### src/rtl/rdcla_share_arb.sv
// Round-robin front end that time-shares one pipelined adder between two requesters and routes
// each sum/carry back to its owner a fixed LAT+2 cycles after the handshake.
module rdcla_share_arb #(
  parameter int unsigned W   = 32,
  parameter int unsigned LAT = 4
) (
  input  logic         clk,
  input  logic         rst_n,
  input  logic         req0_valid,
  output logic         req0_ready,
  input  logic [W-1:0] req0_a,
  input  logic [W-1:0] req0_b,
  input  logic         req0_cin,
  input  logic         req1_valid,
  output logic         req1_ready,
  input  logic [W-1:0] req1_a,
  input  logic [W-1:0] req1_b,
  input  logic         req1_cin,
  output logic         add_vld,
  output logic [W-1:0] add_a,
  output logic [W-1:0] add_b,
  output logic         add_cin,
  input  logic [W-1:0] add_sum,
  input  logic         add_cout,
  output logic         rsp0_valid,
  output logic [W-1:0] rsp0_sum,
  output logic         rsp0_cout,
  output logic         rsp1_valid,
  output logic [W-1:0] rsp1_sum,
  output logic         rsp1_cout,
  output logic [3:0]   inflight
);

  logic         r_prio;
  logic [W-1:0] r_add_a, r_add_b;
  logic         r_add_cin;
  logic [LAT:0] r_tag_vld, r_tag_id;
  logic         r_rsp0_valid, r_rsp1_valid;
  logic [W-1:0] r_rsp0_sum, r_rsp1_sum;
  logic         r_rsp0_cout, r_rsp1_cout;
  logic [3:0]   r_inflight;

  logic w_gnt0, w_gnt1, w_xfer, w_id, w_dec;

  // r_prio names the requester that wins when both are valid; grants are masked during reset.
  assign w_gnt0 = rst_n & req0_valid & (~req1_valid | ~r_prio);
  assign w_gnt1 = rst_n & req1_valid & (~req0_valid | r_prio);
  assign w_xfer = w_gnt0 | w_gnt1;
  assign w_id   = w_gnt1;
  assign w_dec  = r_rsp0_valid | r_rsp1_valid;

  always_ff @(posedge clk or negedge rst_n) begin
    if (!rst_n) begin
      r_prio    <= 1'b0;
      r_add_a   <= '0;
      r_add_b   <= '0;
      r_add_cin <= 1'b0;
    end else if (w_xfer) begin
      r_prio    <= ~w_id;
      r_add_a   <= w_id ? req1_a : req0_a;
      r_add_b   <= w_id ? req1_b : req0_b;
      r_add_cin <= w_id ? req1_cin : req0_cin;
    end
  end

  // Stage 0 doubles as the issue strobe; stage LAT lines up with add_sum.
  always_ff @(posedge clk or negedge rst_n) begin
    if (!rst_n) begin
      r_tag_vld <= '0;
      r_tag_id  <= '0;
    end else begin
      r_tag_vld <= {r_tag_vld[LAT-1:0], w_xfer};
      r_tag_id  <= {r_tag_id[LAT-1:0], w_id};
    end
  end

  always_ff @(posedge clk or negedge rst_n) begin
    if (!rst_n) begin
      r_rsp0_valid <= 1'b0;
      r_rsp1_valid <= 1'b0;
      r_rsp0_sum   <= '0;
      r_rsp1_sum   <= '0;
      r_rsp0_cout  <= 1'b0;
      r_rsp1_cout  <= 1'b0;
    end else begin
      r_rsp0_valid <= r_tag_vld[LAT] & ~r_tag_id[LAT];
      r_rsp1_valid <= r_tag_vld[LAT] & r_tag_id[LAT];
      if (r_tag_vld[LAT] && !r_tag_id[LAT]) begin
        r_rsp0_sum  <= add_sum;
        r_rsp0_cout <= add_cout;
      end
      if (r_tag_vld[LAT] && r_tag_id[LAT]) begin
        r_rsp1_sum  <= add_sum;
        r_rsp1_cout <= add_cout;
      end
    end
  end

  // An add stops counting once its response pulse has actually been presented.
  always_ff @(posedge clk or negedge rst_n) begin
    if (!rst_n) begin
      r_inflight <= '0;
    end else begin
      r_inflight <= r_inflight + {3'b000, w_xfer} - {3'b000, w_dec};
    end
  end

  assign req0_ready = w_gnt0;
  assign req1_ready = w_gnt1;
  assign add_vld    = r_tag_vld[0];
  assign add_a      = r_add_a;
  assign add_b      = r_add_b;
  assign add_cin    = r_add_cin;
  assign rsp0_valid = r_rsp0_valid;
  assign rsp0_sum   = r_rsp0_sum;
  assign rsp0_cout  = r_rsp0_cout;
  assign rsp1_valid = r_rsp1_valid;
  assign rsp1_sum   = r_rsp1_sum;
  assign rsp1_cout  = r_rsp1_cout;
  assign inflight   = r_inflight;

endmodule

### config.mk
export PLATFORM = sky130hd
export DESIGN_NAME = rdcla_share_arb
export DESIGN_NICKNAME = d
export VERILOG_FILES = /design/src/rtl/rdcla_share_arb.sv
export SDC_FILE = /design/constraint.sdc
export NUM_CORES = 1
export LEC_CHECK = 0
export BUFFER_PORTS_ARGS = -buffer_cell sky130_fd_sc_hd__buf_2
export CAP_MARGIN = 40
export CORE_AREA = 4 4 123 125
export DETAILED_ROUTE_END_ITERATION = 8
export DIE_AREA = 0 0 127 129
export PLACE_DENSITY = 0.9
export SYNTH_ARGS = -nofsm -noshare
export SYNTH_HDL_FRONTEND = slang
export SYNTH_SLANG_ARGS = --single-unit
export TNS_END_PERCENT = 30
### constraint.sdc
create_clock -name clk -period 2.1 [get_ports clk]
set_input_delay 0.63 -clock clk [delete_from_list [all_inputs] [get_ports clk]]
set_output_delay 0.63 -clock clk [all_outputs]
set_load 0.01 [all_outputs]
Yosys cells after proc, flatten, opt, wreduce, memory -nomap -nowiden
Cells that the tools add are included.
- add/sub/neg operators: 2
- multiplexer cells: 3
- bitwise gates (word level): 15
- reduce and logical (&&, ||, !) cells: 3
- operator list (operator ; count):
    $mux 32 ; 2
    $and 1x1->1 ; 6
    $not 1->1 ; 5
    $add 4x1->4 ; 1
    $or 1x1->1 ; 4
    $sub 4x1->4 ; 1
    $logic_and 1x1->1 ; 2
    $logic_not 1->1 ; 1
    $mux 1 ; 1
- bits in registers: 148
- input port bits: 167
- word-level logic and storage cells: 36

Longest topological paths before layout
- word-level depth: 6
- depth in mapped cells: 7
- mapped depth without buffers: 7

Worst setup path after synthesis
OpenSTA, ideal clock, no wires.
- path type: input to output
- from: in req1_valid
- to: out req1_ready
- arrival time: 1.221 ns
- path slack: 0.249 ns
- cell stages on the path: 4
- buffers on the path: 2
- cell sequence: nand2_1 buf_4 buf_2 nor2_1
- longest elaborated chain between the ends: 2
- RTL lines (element ; line ; RTL):
    start, declared ; 14 ; input logic req1_valid,
    $and 1x1->1 (2 in series) ; 47 ; assign w_gnt1 = rst_n & req1_valid & (~req0_valid | r_prio);
    end, declared ; 15 ; output logic req1_ready,
No other way between the ends.

Final worst setup path
- from: reg r_prio
- to: out req1_ready
- longest elaborated chain between the ends: 2
- RTL lines (element ; line ; RTL):
    start, declared ; 34 ; logic r_prio;
    start signal, assigned ; 59 ; r_prio <= ~w_id;
    $or 1x1->1 ; 47 ;
    $and 1x1->1 ; 47 ;
No other way between the ends.

==> summary.md <==
| Metric | Value |
|---|---|
| Status | `finished clean` |
| Latest clock arrival within the worst-skew pair | `0.42 ns` |
| IO buf count | `306` |
| Worst setup startpoint | `r_prio` |
| Setup TNS | `0 ns` |
| Reg2Reg Setup Slack | `0.22 ns` |
| Vias in the first global route | `5347` |
| Pre-CTS WS | `0.0456 ns` |
| RD Place Congestion | `0.838` |
| Largest net degree at the start of global routing | `105` |
| H-tree level count | `4` |
| Worst hold path type | `in -> async` |
| Final hold violations | `0` |
| Number of max-cap violations | `0` |
| Via-to-Cell Ratio | `5.31` |
| Drt total wl | `17.9 mm` |
| Synth warn | `0` |
| Hold buffer count at cts | `0` |
| Grt met1 use | `27.9%` |
| Post-synthesis cell count | `552` |
| Grt met3 use | `7.14%` |
| Row cnt | `43` |
| Crit. path cell count | `3` |
| WL/cell | `17.3 µm` |
| Synthesis-stage register bit count | `148` |
| RSZ-0062 raised after global routing | `false` |
| Nets | `1015` |
| Finished Cell Area | `0.00848 mm²` |
| Buf+Inv Stages, Crit Path | `1` |
| # diodes | `0` |
| Post-DRT Antenna Nets | `0` |
| DRC | `0` |
| # fillers | `1095` |
| DR vias | `5504` |
| Register area share after synthesis | `59.5%` |
| Max Buffers Root-to-Sink | `2` |
| Iteration-0 DRC Markers | `321` |
| Netlist Area Pre-Place | `0.00622 mm²` |
| PwrDens | `1020 mW/mm²` |
| Gr ovfl total | `0` |
| GR Util All Layers | `22.1%` |
| Crit Path Category | `reg -> out` |
| CP peak stage delay | `0.39 ns` |
| M2 GR Usage | `36.8%` |
| Final setup viols | `0` |
| RR Endpoint | `inflight[2]` |
| CP Launch Type | `register` |
| Setup skew after layout | `0.00960 ns` |
| Gr busiest metal | `met2` |
| Worst-margin pin slew | `0.676 ns` |
| Slowest cell on the critical path | `dfrtp_1` |
| Top delay family on crit path | `simple AND/OR/NAND/NOR gates` |
| Post-synth cell types | `27` |
| Mapped Nets | `724` |
| Initial Utilization | `44.8%` |
| CP Capture Type | `output port` |
| Clk root buf | `clkbuf_16` |
| First-pass GRT wire length | `28.2 mm` |
| Pins over their slew limit | `0` |
| Die area | `0.0164 mm²` |
| Min cycle time layout | `2.00 ns` |
| Peak VDD IR | `0.500 mV` |
| Clock slew at reported path FFs | `0.06 ns` |
| Rel. slew slack | `55.0%` |
| CP arrival | `1.37 ns` |
| Syn Area/Cell | `11.3 µm²` |
| Crit-path max FO | `5` |
| Critical Path End | `req1_ready` |
| Final worst path period share | `95.5%` |
| Final Core Density | `61.1%` |
| DP HPWL | `13.2 mm` |
| Initial antenna violation count | `1` |
| Lkg Pwr | `0.00399 µW` |
| Post-CTS Repair Setup Buffers | `0` |
| DP Area | `0.00792 mm²` |
| CTS tree | `done` |
| Die height | `129 µm` |
| Pre-antenna DRT Iters | `4` |
| Share of layout cells above drive strength 1 | `49.6%` |
| Cts repair resizes | `1` |
| Clock sink count | `148` |
| Peak Freq | `0.499 GHz` |
| Worst-path cell chain | `and2b_2 > nor2_2 > buf_2` |
| Setup slack after layout | `0.0950 ns` |
| Top-level I/O count | `307` |
| R2r worst-path depth | `6` |
| Worst EP required | `1.47 ns` |
| TritonCTS Buffers | `17` |
| Chip Width | `127 µm` |
| FF-to-FF Start | `rsp1_valid` |
| Core Region | `0.0139 mm²` |
| Area Growth Syn to Fin | `36.4%` |
-- layer usage --
layer  wire, µm  share of wire, %  vias to the layer above
met2       8910                50                      304
met5         12             0.067                        -
met1       7150                40                     2634
met3       1690               9.4                       15
li1           -                 -                     2549
met4        183               1.0                        2
-- power by group --
group / total [µW] / internal, µW / switching, µW
logic: 2090 / 966 / 1130
clock network: 2860 / 1700 / 1160
registers: 3670 / 3380 / 288
total: 8620 / 6050 / 2580
-- synthesized netlist by cell type, drive strengths merged --
cell type | n | area share, %
a21o | 1 | 0.12
a21oi | 2 | 0.16
a31oi | 65 | 6.5
and2 | 1 | 0.10
and2b | 1 | 0.12
buf | 30 | 3.0
clkbuf | 19 | 1.4
dfrtp | 148 | 60
fa | 1 | 0.32
ha | 4 | 0.80
inv | 6 | 0.36
mux2 | 66 | 12
nand2 | 4 | 0.24
nand2b | 1 | 0.10
nand3 | 65 | 5.2
nor2 | 66 | 4.0
nor2b | 1 | 0.10
o21ai | 67 | 5.5
or2 | 1 | 0.10
xnor2 | 2 | 0.28
xor2 | 1 | 0.14
-- layout make-up --
cell class / count / area, µm² / area share, %
timing repair buffer: 321 / 1730 / 20.3
tap: 180 / 225 / 2.66
clock inverter: 10 / 97.6 / 1.15
multi-input combinational: 349 / 2240 / 26.4
sequential: 148 / 3700 / 43.7
inverter: 6 / 25.0 / 0.295
clock buffer: 22 / 464 / 5.47
-- sequential cells by signal (all words and copies together) (netlist names), 4 cells and up --
register / count
add_b: 32
r_tag_vld: 5
inflight: 4
add_a: 32
r_tag_id: 5
rsp1_sum: 32
rsp0_sum: 32
-- logic make-up (layout without fill, tap and decap cells) --
logic type	count (synthesis)	count (layout)	synth area share, %
AOI/OAI and AO/OA	135	135	12.3
xor gates and xnor gates	3	3	0.423
adders and majority gates	5	5	1.13
buffers and inverters	55	359	4.71
DFF	148	148	59.5
muxes	66	66	11.9
and+or+nand+nor	140	140	9.98
-- worst min path at each step --
stage	start	endpoint	slack, ns	cells after the start
3_5_place_dp	r_tag_vld[2]	r_tag_vld[3]	0.34	0
4_1_cts	rst_n	add_a[31]	0.12	2
6_report	rst_n	add_a[31]	0.14	2
2_1_floorplan	rst_n	add_a[0]	0.33	0
5_1_grt	rst_n	add_a[31]	0.12	2
3_3_place_gp	r_tag_id[1]	r_tag_id[2]	0.33	0
-- worst reg2reg max path: stages, from the launching register on --
cell     delay [ns]
dfrtp_1        0.37
or2_2          0.33
ha_1           0.28
inv_1          0.04
ha_1           0.20
fa_1           0.38
xor2_1         0.17
-- layout by cell type (no fill, tap or decap), types with 3 or more instances in the layout --
master,count
mux2_2,66
nor2_1,65
a31oi_1,65
dfrtp_1,148
inv_1,5
buf_4,9
o21ai_0,19
inv_6,3
buf_12,6
nand3_1,65
buf_2,305
nand2_1,3
clkinvlp_4,3
o21ai_1,47
ha_1,4
clkbuf_16,17
clkbuf_1,3
-- stage by stage --
step,total power [µW],hold slack (ns),cells
global placement,5740,0.333,1004
CTS,8710,0.123,1036
detailed placement,5830,0.336,1004
floorplan,4800,0.331,552
finish,8620,0.138,1036
global route,9080,0.122,1036
No activity file was read; power rests on OpenSTA's default activity.
